===== src/rtl/jtag_tap_responder.sv =====
// jtag_tap_responder: device-side IEEE 1149.1 TAP controller, oversampled in clk.
// Provides IDCODE and BYPASS. The optional 32-bit USER data register is
// built only when the JTAG_TAP_USER_EN macro is defined. Without it, code 4'h8
// decodes as BYPASS and the USER outputs are tied low.
module jtag_tap_responder #(
  parameter logic [31:0] IDCODE_VAL  = 32'h1000_0001,
  parameter int          IR_LEN      = 4,
  parameter int          SYNC_STAGES = 2
) (
  input  logic        clk,
  input  logic        rst_n,
  input  logic        tck_i,
  input  logic        tms_i,
  input  logic        tdi_i,
  output logic        tdo_o,
  output logic        tdo_oe_o,
  output logic [3:0]  tap_state_o,
  output logic        tlr_o,
  input  logic [31:0] user_din_i,
  output logic [31:0] user_dout_o,
  output logic        user_update_o
);

  typedef enum logic [3:0] {
    TLR      = 4'd0,
    RTI      = 4'd1,
    SEL_DR   = 4'd2,
    CAP_DR   = 4'd3,
    SHIFT_DR = 4'd4,
    EXIT1_DR = 4'd5,
    PAUSE_DR = 4'd6,
    EXIT2_DR = 4'd7,
    UPD_DR   = 4'd8,
    SEL_IR   = 4'd9,
    CAP_IR   = 4'd10,
    SHIFT_IR = 4'd11,
    EXIT1_IR = 4'd12,
    PAUSE_IR = 4'd13,
    EXIT2_IR = 4'd14,
    UPD_IR   = 4'd15
  } tap_state_t;

  localparam logic [IR_LEN-1:0] IR_IDCODE  = IR_LEN'(1);
  localparam logic [IR_LEN-1:0] IR_CAPTURE = {{(IR_LEN-2){1'b0}}, 2'b01};

  logic [SYNC_STAGES-1:0] tck_sync_p0, tms_sync_p0, tdi_sync_p0;
  logic                   tck_prev_p1;
  logic                   tck_s, tms_s, tdi_s;
  logic                   tck_rise, tck_fall;

  tap_state_t        state_q, state_d;
  logic [IR_LEN-1:0] ir_q, ir_shift_q;
  logic [31:0]       dr_shift_q;
  logic              bypass_q;
  logic              sel_idcode, sel_user, sel_bypass;

  // Pin synchronizers: equal depth keeps TCK, TMS and TDI aligned in time.
  always_ff @(posedge clk or negedge rst_n) begin
    if (!rst_n) begin
      tck_sync_p0 <= '0;
      tms_sync_p0 <= '0;
      tdi_sync_p0 <= '0;
      tck_prev_p1 <= 1'b0;
    end else begin
      tck_sync_p0 <= {tck_sync_p0[SYNC_STAGES-2:0], tck_i};
      tms_sync_p0 <= {tms_sync_p0[SYNC_STAGES-2:0], tms_i};
      tdi_sync_p0 <= {tdi_sync_p0[SYNC_STAGES-2:0], tdi_i};
      tck_prev_p1 <= tck_sync_p0[SYNC_STAGES-1];
    end
  end

  assign tck_s    = tck_sync_p0[SYNC_STAGES-1];
  assign tms_s    = tms_sync_p0[SYNC_STAGES-1];
  assign tdi_s    = tdi_sync_p0[SYNC_STAGES-1];
  assign tck_rise = tck_s & ~tck_prev_p1;
  assign tck_fall = ~tck_s & tck_prev_p1;

  // Instruction decode; anything unrecognised falls back to BYPASS.
  assign sel_idcode = (ir_q == IR_IDCODE);
`ifdef JTAG_TAP_USER_EN
  localparam logic [IR_LEN-1:0] IR_USER = IR_LEN'(8);
  assign sel_user   = (ir_q == IR_USER);
`else
  assign sel_user   = 1'b0;
`endif
  assign sel_bypass = ~sel_idcode & ~sel_user;

  // TAP state register.
  always_ff @(posedge clk or negedge rst_n) begin
    if (!rst_n) state_q <= TLR;
    else        state_q <= state_d;
  end

  // TAP next-state graph, advanced only in a TCK-rise cycle.
  always_comb begin
    state_d = state_q;
    if (tck_rise) begin
      case (state_q)
        TLR:      state_d = tms_s ? TLR      : RTI;
        RTI:      state_d = tms_s ? SEL_DR   : RTI;
        SEL_DR:   state_d = tms_s ? SEL_IR   : CAP_DR;
        CAP_DR:   state_d = tms_s ? EXIT1_DR : SHIFT_DR;
        SHIFT_DR: state_d = tms_s ? EXIT1_DR : SHIFT_DR;
        EXIT1_DR: state_d = tms_s ? UPD_DR   : PAUSE_DR;
        PAUSE_DR: state_d = tms_s ? EXIT2_DR : PAUSE_DR;
        EXIT2_DR: state_d = tms_s ? UPD_DR   : SHIFT_DR;
        UPD_DR:   state_d = tms_s ? SEL_DR   : RTI;
        SEL_IR:   state_d = tms_s ? TLR      : CAP_IR;
        CAP_IR:   state_d = tms_s ? EXIT1_IR : SHIFT_IR;
        SHIFT_IR: state_d = tms_s ? EXIT1_IR : SHIFT_IR;
        EXIT1_IR: state_d = tms_s ? UPD_IR   : PAUSE_IR;
        PAUSE_IR: state_d = tms_s ? EXIT2_IR : PAUSE_IR;
        EXIT2_IR: state_d = tms_s ? UPD_IR   : SHIFT_IR;
        UPD_IR:   state_d = tms_s ? SEL_DR   : RTI;
        default:  state_d = TLR;
      endcase
    end
  end

  // Capture/shift/update actions keyed on the state before the transition.
  always_ff @(posedge clk or negedge rst_n) begin
    if (!rst_n) begin
      ir_q       <= IR_IDCODE;
      ir_shift_q <= '0;
      dr_shift_q <= '0;
      bypass_q   <= 1'b0;
    end else if (tck_rise) begin
      case (state_q)
        TLR:      ir_q       <= IR_IDCODE;
        CAP_IR:   ir_shift_q <= IR_CAPTURE;
        SHIFT_IR: ir_shift_q <= {tdi_s, ir_shift_q[IR_LEN-1:1]};
        UPD_IR:   ir_q       <= ir_shift_q;
        CAP_DR: begin
          bypass_q <= 1'b0;
          if (sel_idcode) dr_shift_q <= IDCODE_VAL;
`ifdef JTAG_TAP_USER_EN
          else if (sel_user) dr_shift_q <= user_din_i;
`endif
        end
        SHIFT_DR: begin
          if (sel_bypass) bypass_q   <= tdi_s;
          else            dr_shift_q <= {tdi_s, dr_shift_q[31:1]};
        end
        default: ;
      endcase
    end
  end

`ifdef JTAG_TAP_USER_EN
  // USER parallel output: latched and strobed for one clk on Update-DR.
  always_ff @(posedge clk or negedge rst_n) begin
    if (!rst_n) begin
      user_dout_o   <= '0;
      user_update_o <= 1'b0;
    end else begin
      user_update_o <= tck_rise && (state_q == UPD_DR) && sel_user;
      if (tck_rise && (state_q == UPD_DR) && sel_user) user_dout_o <= dr_shift_q;
    end
  end
`else
  logic unused_user_din;
  assign unused_user_din = ^user_din_i;
  assign user_dout_o     = '0;
  assign user_update_o   = 1'b0;
`endif

  // TDO launch on TCK fall; the enable follows the post-rise shift states.
  always_ff @(posedge clk or negedge rst_n) begin
    if (!rst_n) begin
      tdo_o    <= 1'b0;
      tdo_oe_o <= 1'b0;
    end else if (tck_fall) begin
      if (state_q == SHIFT_IR) begin
        tdo_o    <= ir_shift_q[0];
        tdo_oe_o <= 1'b1;
      end else if (state_q == SHIFT_DR) begin
        tdo_o    <= sel_bypass ? bypass_q : dr_shift_q[0];
        tdo_oe_o <= 1'b1;
      end else begin
        tdo_oe_o <= 1'b0;
      end
    end
  end

  assign tap_state_o = state_q;
  assign tlr_o       = (state_q == TLR);

endmodule


===== config.mk =====
export PLATFORM = sky130hd
export DESIGN_NAME = jtag_tap_responder
export DESIGN_NICKNAME = d
export VERILOG_FILES = /design/src/rtl/jtag_tap_responder.sv
export SDC_FILE = /design/constraint.sdc
export NUM_CORES = 1
export LEC_CHECK = 0
export ABC_AREA = 1
export CORE_UTILIZATION = 51
export CTS_CLUSTER_SIZE = 8
export DETAILED_ROUTE_END_ITERATION = 6
export PLACE_DENSITY_LB_ADDON = 0.1
export SYNTH_ARGS = -nofsm -noshare
export SYNTH_HDL_FRONTEND = slang
export SYNTH_SLANG_ARGS = --single-unit

===== constraint.sdc =====
create_clock -name clk -period 2.2 [get_ports clk]
set_input_delay 0.44 -clock clk [delete_from_list [all_inputs] [get_ports clk]]
set_output_delay 0.44 -clock clk [all_outputs]
set_load 0.03 [all_outputs]

Word level (Yosys, flattened, before mapping)

Cells that the tools add are included.

ROM bits: 0
Memories kept: 0
Output and inout port bits: 40
Register bits: 54
Logic and storage cells: 72
Bits in latches: 0
RAM bits: 0

Muxes and demuxes: 25
Equality and inequality tests: 19
Reduce and logical (&&, ||, !) cells: 13
$mul: 0
Magnitude comparators: 0
Bitwise logic cells: 4
Div/mod/pow operators: 0
Shift operators: 0
Add/sub/neg operators: 0

Operators with widths:

| operator                                                        | number |
|---|---|
| 32-bit two-way mux                                              | 2 |
| 32-bit case mux with 2 select lines                             | 1 |
| 4-bit case mux with 12 select lines                             | 1 |
| 4-bit == test, second input constant                            | 8 |
| 4-bit by 3-bit == test with 1-bit output, second input constant | 4 |
| 4-bit two-way mux                                               | 4 |
| 4-bit case mux with 2 select lines                              | 2 |
| 1-bit two-way mux                                               | 9 |
| 4-bit by 1-bit == test with 1-bit output, second input constant | 2 |
| 4-bit by 2-bit == test with 1-bit output, second input constant | 2 |
| 2-bit nonzero test                                              | 4 |
| 2-bit two-way mux                                               | 3 |
| 3-bit two-way mux                                               | 2 |
| 2-bit inequality test, second input constant                    | 3 |
| 2-bit AND reduction                                             | 3 |
| 4-bit zero test                                                 | 1 |
| 4-bit AND reduction                                             | 1 |
| 2-bit OR reduction                                              | 2 |
| 3-bit AND reduction                                             | 1 |
| 3-bit OR reduction                                              | 1 |
| 1-bit bitwise AND                                               | 2 |
| 1-bit inverter                                                  | 2 |
| 1-bit case mux with 2 select lines                              | 1 |

Longest topological paths before layout

Gate-level depths: netlist of run 1.

Word-level depth: 4
Gate-level depth with buffers: 9

Worst setup path after synthesis of run 1

Ideal clock, no wire load.

Path kind: reg2out
Start: register state_q[0], in the netlist tap_state_o[0]
End: output port tlr_o
Buffers on the path: 1
Stages on the path, launching flop included: 5
Data required time: 1.760 ns
Path slack: 0.573 ns
Data arrival time: 1.187 ns
Path through: dfrtp_1 buf_4 nor2_2 nand2_1 inv_1

Cells in the longest elaborated chain, start to end: 1

Ends and longest elaborated chain:

| what                     | line | source |
|---|---|---|
| start: declaration       | 51   | `tap_state_t state_q, state_d;` |
| start signal: assignment | 91   | `else state_q <= state_d;` |
| 4-bit zero test          | 186  | `assign tlr_o = (state_q == TLR);` |
| end: declaration         | 18   | `output logic tlr_o,` |

Every way passes these cells.

Worst setup path in the final report of run 1

Start: register state_q[0], in the netlist tap_state_o[0]
End: output port tap_state_o[0]

RTL lines:

| what             | line | source |
|---|---|---|
| end: declaration | 17   | `output logic [3:0] tap_state_o,` |

No word-level cell between the ends.

==> metrics.csv, run 1 <==
metric,value,unit
status,finished clean,
clock-sinks,54,
grt_overflow_total,0,
diodes,0,
die_w,73.1,um
synth_area_leaders,"dfrtp_1, buf_4, o22ai_1",
dpl_worst_slack,295,ps
start_kind,register,
cts_buffers,5,
yosys_warnings,0,
ys_seq_elements,54,
dp.cells,360,
gp_congestion,0.818,
reg2reg_from,tap_state_o[0]$_DFFE_PN0P_,
syn_area,0.00258,mm^2
io_pins,77,
crit_fanout,8,
routed_wirelength,3980,um
grt_pass1_wl,6820,um
hpwl,2940,um
final_antenna_net_count,0,
grtUsageTotal,16.9,%
io_buffers,11,
antenna_found_initial,0,
criticalPathCategory,reg2out,
postLayoutCoreUtil,56.3,%
layout-drive-gt1-share,9.33,%
layout_common_cells,"inv_1, dfrtp_1, nand2_1",
final_hold_viol_count,0,
first_global_vias,1562,
rows,25,
cp_cell_sequence,buf_4 > clkdlybuf4s50_1,
worst-r2r-setup-slack,470,ps
clock_skew,3.82,ps
core_area,0.00479,mm^2
stdcell_count,367,
crit_end,tap_state_o[0],
ff2ff_path_depth,8,
max-clock-path-buffers,2,
tritoncts,yes,
final.setup.tns,0,ps
synth-seq-area-share,52.5,%
start_util,53.9,%
slowest_delay,680,ps
fmax,0.511,GHz
vias_per_cell,4.67,
timing.rr.end,dr_shift_q[24]$_DFFE_PN0P_,
leakagePower,1.33,nW
grt_max_degree,32,
crit_path_end_kind,primary output,
setup_ws,242,ps
synth_top_area_share,51.5,%
min_path_type,in2async,
max-cap-violations,0,
syn_inst,284,
syn_to_final_growth,4.51,%
period_needed,1960,ps
nNetsFinal,337,
first_pass_iters,4,
dieArea,0.00534,mm^2
drt_iter0_markers,74,
cts.clk_slew.worst_paths,90,ps
dr_total_vias,1715,
crit_start,tap_state_o[0]$_DFFE_PN0P_,
setup-violations-final,0,
die_h,73.1,um
htreeDepth,2,
postSynthAreaPerCell,9.08,um^2
crit_arrival,1520,ps
drc_errors,0,
crit_slowest_cell,clkdlybuf4s50_1,
yosys.area.top_type,dfrtp_1,
rsz0062_at_grt,false,
cts_setup_buffers,0,
wl_per_cell,10.9,um
ys_types,25,
finalCritPeriodShare,89.0,%
clk_latency,300,ps
power_density,953,mW/mm^2
crit_required,1760,ps
irDropWorstVdd,0.000470,V
cts_root_buf,clkbuf_8,
finalMaxSlewViolations,0,
-- per-stage QoR --
| stage | total power, mW | cell area (um^2) | hold WS, ps |
|---|---|---|---|
| detailed placement | 2.09 | 2610 | 338 |
| global placement | 2.08 | 2610 | 332 |
| floorplan | 1.85 | 2700 | 144 |
| finish | 2.57 | 2690 | 41.6 |
| global route | 2.73 | 2690 | 65.6 |
| CTS | 2.60 | 2690 | 45.4 |
-- Yosys cell counts (all sizes together) --
library cell,instances
inv,56
dfrtp,53
nand2,47
buf,40
o22ai,32
nor2,17
o21ai,11
nand3,10
a21oi,8
a22oi,2
nand4,2
clkbuf,1
conb,1
dfstp,1
nor3,1
o211ai,1
o21bai,1
-- how the worst min path moves through the flow --
stage                             startpoint                        end  cells past startpoint  slack [ps]
floorplan                              rst_n       bypass_q$_DFFE_PN0P_                      0         140
global placement    tdi_sync_p0[0]$_DFF_PN0_   tdi_sync_p0[1]$_DFF_PN0_                      0         330
detailed placement  tdi_sync_p0[0]$_DFF_PN0_   tdi_sync_p0[1]$_DFF_PN0_                      0         340
CTS                                    rst_n  dr_shift_q[6]$_DFFE_PN0P_                      1          50
global route                           rst_n   tck_sync_p0[1]$_DFF_PN0_                      1          70
finish                                 rst_n   tck_sync_p0[1]$_DFF_PN0_                      1          40
-- flip-flops by register name, indices dropped and copies added (netlist names) --
name / cells
tap_state_o: 4
ir_shift_q: 4
ir_q: 4
tdo_o: 1
tck_prev_p1: 1
tdi_sync_p0: 2
bypass_q: 1
tms_sync_p0: 2
tck_sync_p0: 2
dr_shift_q: 32
tdo_oe_o: 1
-- what timing repair did --
item / 4_1_cts / 5_1_grt
gates resized for setup: 1 / 0
hold endpoints to repair: 0 / 0
setup endpoints to repair: 1 / 0
hold buffers: 0 / 0
-- layer usage --
metal / up-vias / GRT usage [%] / routed length (um)
met5: - / 0 / 0
met1: 790 / 22.2 / 1880
met2: 45 / 26.9 / 1890
li1: 871 / - / -
met4: 0 / 8.71 / 87
met3: 9 / 2.90 / 129
-- cell type report --
| class | count | area (um^2) |
|---|---|---|
| inverters | 56 | 210 |
| flip-flops and latches | 54 | 1350 |
| multi-input cells | 165 | 808 |
| fillers | 464 | 2090 |
| clock inverters | 2 | 13.8 |
| well taps | 67 | 83.8 |
| clock buffers | 5 | 68.8 |
| repair buffers | 18 | 156 |
-- power by group --
part / total (mW) / switching [mW] / internal, mW
clock network: 0.519 / 0.299 / 0.220
logic: 0.909 / 0.611 / 0.298
registers: 1.14 / 0.0445 / 1.09
total: 2.57 / 0.954 / 1.61
-- worst max-delay path: cells and delay by family (launching register included) --
| family | cells | cell delay [ps] |
|---|---|---|
| buffers and inverters | 2 | 850 |
| flip-flops | 1 | 370 |
-- logic make-up (layout without fill, tap and decap cells) --
logic type | Yosys count | count (layout) | share of synthesized area (%)
compound gates | 55 | 55 | 12.8
buf+inv | 97 | 81 | 20.8
flops | 54 | 54 | 52.5
other cells | 1 | 33 | 0.145
simple gates | 77 | 77 | 13.8
(Power assumes the default switching activity.)
==> run 2: changes to the inputs <==
- CORE_UTILIZATION: 51 -> 47
- clock period: 2.2 -> 2.1 ns (I/O delays scaled with it)
==> run 2 against run 1 <==
- sequential share of layout area down 0.67 points
- final cell count up 1.4%
- first-iteration DRC count up 62%
- global-route usage down 0.98 points
- non-clock buffer count up 1
- wire length up 3.3%
- critical path depth unchanged
- combinational power up 9.7%
- setup slack worse by 71 ps
- largest cell class unchanged
- largest power group unchanged
==> metrics.csv, run 2 (synthesis results as in run 1) <==
metric,value,unit
postLayoutCoreUtil,52.5,%
tritoncts,yes,
leakagePower,1.35,nW
cts.clk_slew.worst_paths,90,ps
start_kind,register,
min_path_type,in2async,
crit_required,1680,ps
grt_max_degree,37,
cts_root_buf,clkbuf_8,
crit_arrival,1510,ps
wl_per_cell,11.1,um
final.setup.tns,0,ps
final_hold_viol_count,0,
rows,26,
power_density,1020,mW/mm^2
finalCritPeriodShare,91.9,%
dr_total_vias,1720,
crit_path_end_kind,primary output,
use_met3,3.59,%
timing.rr.end,dr_shift_q[3]$_DFFE_PN0P_,
hold_buffers,0,
clk_latency,300,ps
syn_to_final_growth,5.92,%
first_global_vias,1684,
seqPwrFrac,42.8,%
io_pins,77,
clock-sinks,54,
diodes,0,
final_antenna_net_count,0,
vias_per_cell,4.62,
drc_errors,0,
clkPwrFrac,21.4,%
first_pass_iters,4,
cts_buffers,5,
ff2ff_path_depth,8,
irDropWorstVdd,0.000567,V
largest_reg_flops,32,
criticalPathCategory,reg2out,
gp_congestion,0.847,
nNetsFinal,338,
die_h,76.1,um
reg2reg_from,tap_state_o[0]$_DFFE_PN0P_,
start_util,49.5,%
stdcell_count,372,
grt_overflow_total,0,
fmax,0.518,GHz
regMostFlops,dr_shift_q,
setup-violations-final,0,
antenna_found_initial,0,
layout_common_cells,"inv_1, dfrtp_1, nand2_1",
crit_fanout,8,
grt_pass1_wl,7370,um
clock_skew,9.84,ps
grtUsageTotal,15.9,%
dieArea,0.00578,mm^2
max-cap-violations,0,
fill_cells,529,
worst-r2r-setup-slack,390,ps
layout-drive-gt1-share,9.60,%
drt_iter0_markers,120,
dp.cells,364,
p_sw,1.02,mW
htreeDepth,2,
hpwl,2860,um
io_buffers,11,
use_met2,24.8,%
use_met1,21.7,%
core_area,0.00520,mm^2
routed_wirelength,4120,um
switching_share,36.6,%
die_w,76.1,um
p_int,1.77,mW
max-clock-path-buffers,2,
rsz0062_at_grt,false,
finalMaxSlewViolations,0,
pwr-share-comb,35.8,%
period_needed,1930,ps
top_usage_layer,met2,
status,finished clean,
-- run 2: changes by cell type in the layout (fill, tap and decap cells not counted) --
cell,delta
clkbuf_1,+1
buf_12,+1
clkinv_2,-1
clkbuf_8,+1
-- run 2: worst max-delay path by stage --
stage | from | end | slack [ps]
6_report | tap_state_o[0]$_DFFE_PN0P_ | tap_state_o[0] | 170
5_1_grt | tap_state_o[0]$_DFFE_PN0P_ | tap_state_o[0] | 110
4_1_cts | tap_state_o[0]$_DFFE_PN0P_ | tap_state_o[0] | 160
3_5_place_dp | tap_state_o[2]$_DFFE_PN0P_ | tlr_o | 320
3_3_place_gp | tap_state_o[2]$_DFFE_PN0P_ | tlr_o | 290
2_1_floorplan | tap_state_o[0]$_DFFE_PN0P_ | tlr_o | 490
-- run 2: power groups by stage --
| stage | Sequential [mW] | Clock (mW) | Combinational [mW] |
|---|---|---|---|
| 2_1_floorplan | 1.32 | 0 | 0.612 |
| 3_3_place_gp | 1.21 | 0 | 1.01 |
| 3_5_place_dp | 1.22 | 0 | 1.01 |
| 4_1_cts | 1.20 | 0.616 | 1.01 |
| 5_1_grt | 1.21 | 0.654 | 1.10 |
| 6_report | 1.19 | 0.596 | 0.997 |
-- run 2: per-stage QoR --
step	total power [mW]	setup WS [ps]	cell area, um^2	hold WS (ps)
2_1_floorplan	1.93	493	2700	124
3_3_place_gp	2.22	294	2640	331
3_5_place_dp	2.23	317	2640	337
4_1_cts	2.82	163	2730	65.7
5_1_grt	2.96	115	2730	73.3
6_report	2.79	171	2730	50.4
-- run 2: final cells by class --
class | count | area, um^2 | area share, %
tap | 70 | 87.6 | 3.21
clock inverter | 1 | 8.76 | 0.321
multi-input combinational | 165 | 808 | 29.6
timing repair buffer | 19 | 176 | 6.46
sequential | 54 | 1350 | 49.5
clock buffer | 7 | 86.3 | 3.16
inverter | 56 | 210 | 7.70
-- run 2: critical path: stages (launching register included) --
cell and delay, ps:
dfrtp_1 370, buf_4 170, clkdlybuf4s50_1 680
-- run 2: what timing repair did --
| item | CTS | global route |
|---|---|---|
| setup endpoints to repair | 1 | 0 |
| resized for setup | 1 | 0 |
| setup buffers | 0 | 0 |
-- run 2: layer usage --
metal | wire length (um) | vias up
li1 | - | 868
met4 | 49 | 0
met1 | 2080 | 808
met5 | 0 | -
met3 | 118 | 5
met2 | 1870 | 39
==> run 3: changes to the inputs <==
- MAX_ROUTING_LAYER: default -> met4
==> run 3 against run 2 <==
- clock skew up 2.0 ps
- largest cell class unchanged
- sequential share of layout area rose by 0.14 points
- count of clock-buffer cells in the layout decreased by 2
- sequential power barely moved
- sequential cell count did not move
- total power shrank 1.5%
- combinational power fell by 2.2%
- critical path depth decreased by 1
==> metrics.csv, run 3 (synthesis results as in run 1) <==
metric,value,unit
status,finished clean,
antenna_found_initial,0,
start_util,49.5,%
cts_root_buf,clkbuf_8,
period_needed,1930,ps
gp_congestion,0.879,
cts_buffers,5,
final_hold_viol_count,0,
fmax,0.519,GHz
leakagePower,1.35,nW
io_buffers,11,
grt_pass1_wl,7600,um
die_h,76.1,um
final.setup.tns,0,ps
max_slew_margin,58.4,%
wl_per_cell,11.0,um
clock_skew,11.9,ps
power_density,1010,mW/mm^2
grt_max_degree,32,
finalMaxSlewViolations,0,
clock-sinks,54,
rows,26,
crit_family,buffers and inverters,
cts.clk_slew.worst_paths,100,ps
criticalPathCategory,reg2out,
crit_slowest_cell,clkdlybuf4s50_1,
wl_met3,213,um
slowest_delay,720,ps
irDropWorstVdd,0.000452,V
grtUsageTotal,16.8,%
finalCritPeriodShare,91.8,%
final_antenna_net_count,0,
crit_arrival,1510,ps
layout-drive-gt1-share,9.93,%
io_pins,77,
wl_met1,2080,um
regMostFlops,dr_shift_q,
largest_reg_flops,32,
grt_overflow_total,0,
die_w,76.1,um
crit_required,1680,ps
crit_fanout,7,
clk_latency,310,ps
cp_num_buf_inv,1,
nNetsFinal,338,
syn_to_final_growth,5.63,%
first_pass_iters,4,
drt_iter0_markers,94,
dieArea,0.00578,mm^2
dr_total_vias,1705,
fill_cells,504,
tritoncts,yes,
hpwl,2930,um
routed_wirelength,4110,um
cts_setup_buffers,0,
setup-violations-final,0,
min_path_type,in2async,
tightest_slew,625,ps
rsz0062_at_grt,false,
max-clock-path-buffers,2,
crit_path_end_kind,primary output,
maxUsedRoutingLayer,met4,
htreeDepth,2,
diodes,0,
max-cap-violations,0,
timing.hold.ws,119,ps
first_global_vias,1637,
start_kind,register,
cp_cell_sequence,clkdlybuf4s50_1,
drc_errors,0,
dr_wl_met2,1770,um
layout_common_cells,"inv_1, dfrtp_1, nand2_1",
core_area,0.00520,mm^2
vias_per_cell,4.58,
run 3: final timing paths:
path                       cells after the start  slack, ps                       start                         end
setup / recovery                               1        170  tap_state_o[1]$_DFFE_PN0P_              tap_state_o[1]
hold / removal                                 1        120                       rst_n  dr_shift_q[28]$_DFFE_PN0P_
setup reg to reg                               7        350  tap_state_o[1]$_DFFE_PN0P_  dr_shift_q[10]$_DFFE_PN0P_
hold reg to reg                                0        350    tdi_sync_p0[0]$_DFF_PN0_    tdi_sync_p0[1]$_DFF_PN0_
max in group asynchronous                      2       1440                       rst_n  dr_shift_q[31]$_DFFE_PN0P_
min in group clk                               0        350    tdi_sync_p0[0]$_DFF_PN0_    tdi_sync_p0[1]$_DFF_PN0_
run 3: metrics by stage:
stage | setup slack (ps) | total power [mW] | instances | area (um^2) | util (%)
after floorplan | 493 | 1.93 | 316 | 2700 | -
after global placement | 278 | 2.21 | 364 | 2640 | 50.6
after detailed placement | 276 | 2.21 | 364 | 2640 | 50.6
after CTS | 162 | 2.78 | 372 | 2720 | 52.3
after global routing | 90.3 | 2.94 | 372 | 2720 | 52.3
final | 172 | 2.74 | 372 | 2720 | 52.3
run 3: timing repair:
| action | CTS | global route |
|---|---|---|
| hold endpoints to repair | 0 | 0 |
| setup endpoints to repair | 1 | 0 |
| hold buffers | 0 | 0 |
| gates resized for setup | 1 | 0 |
run 3: where the power goes:
| part | switching (mW) | internal, mW |
|---|---|---|
| Sequential | 0.0542 | 1.15 |
| Clock | 0.333 | 0.235 |
| Combinational | 0.636 | 0.339 |
run 3: area by class of cell:
cell class                 count  area [um^2]  area share [%]
sequential                    54         1350            49.7
multi-input combinational    165          808            29.7
inverter                      56          210            7.72
timing repair buffer          19          176            6.48
tap                           70         87.6            3.22
clock buffer                   5         68.8            2.53
clock inverter                 3         18.8           0.689
run 3: layer usage:
layer / global-route usage [%] / vias to the layer above
met4: 4.04 / 0
met5: - / -
met2: 25.4 / 56
met1: 23.6 / 773
met3: 3.23 / 6
li1: - / 870
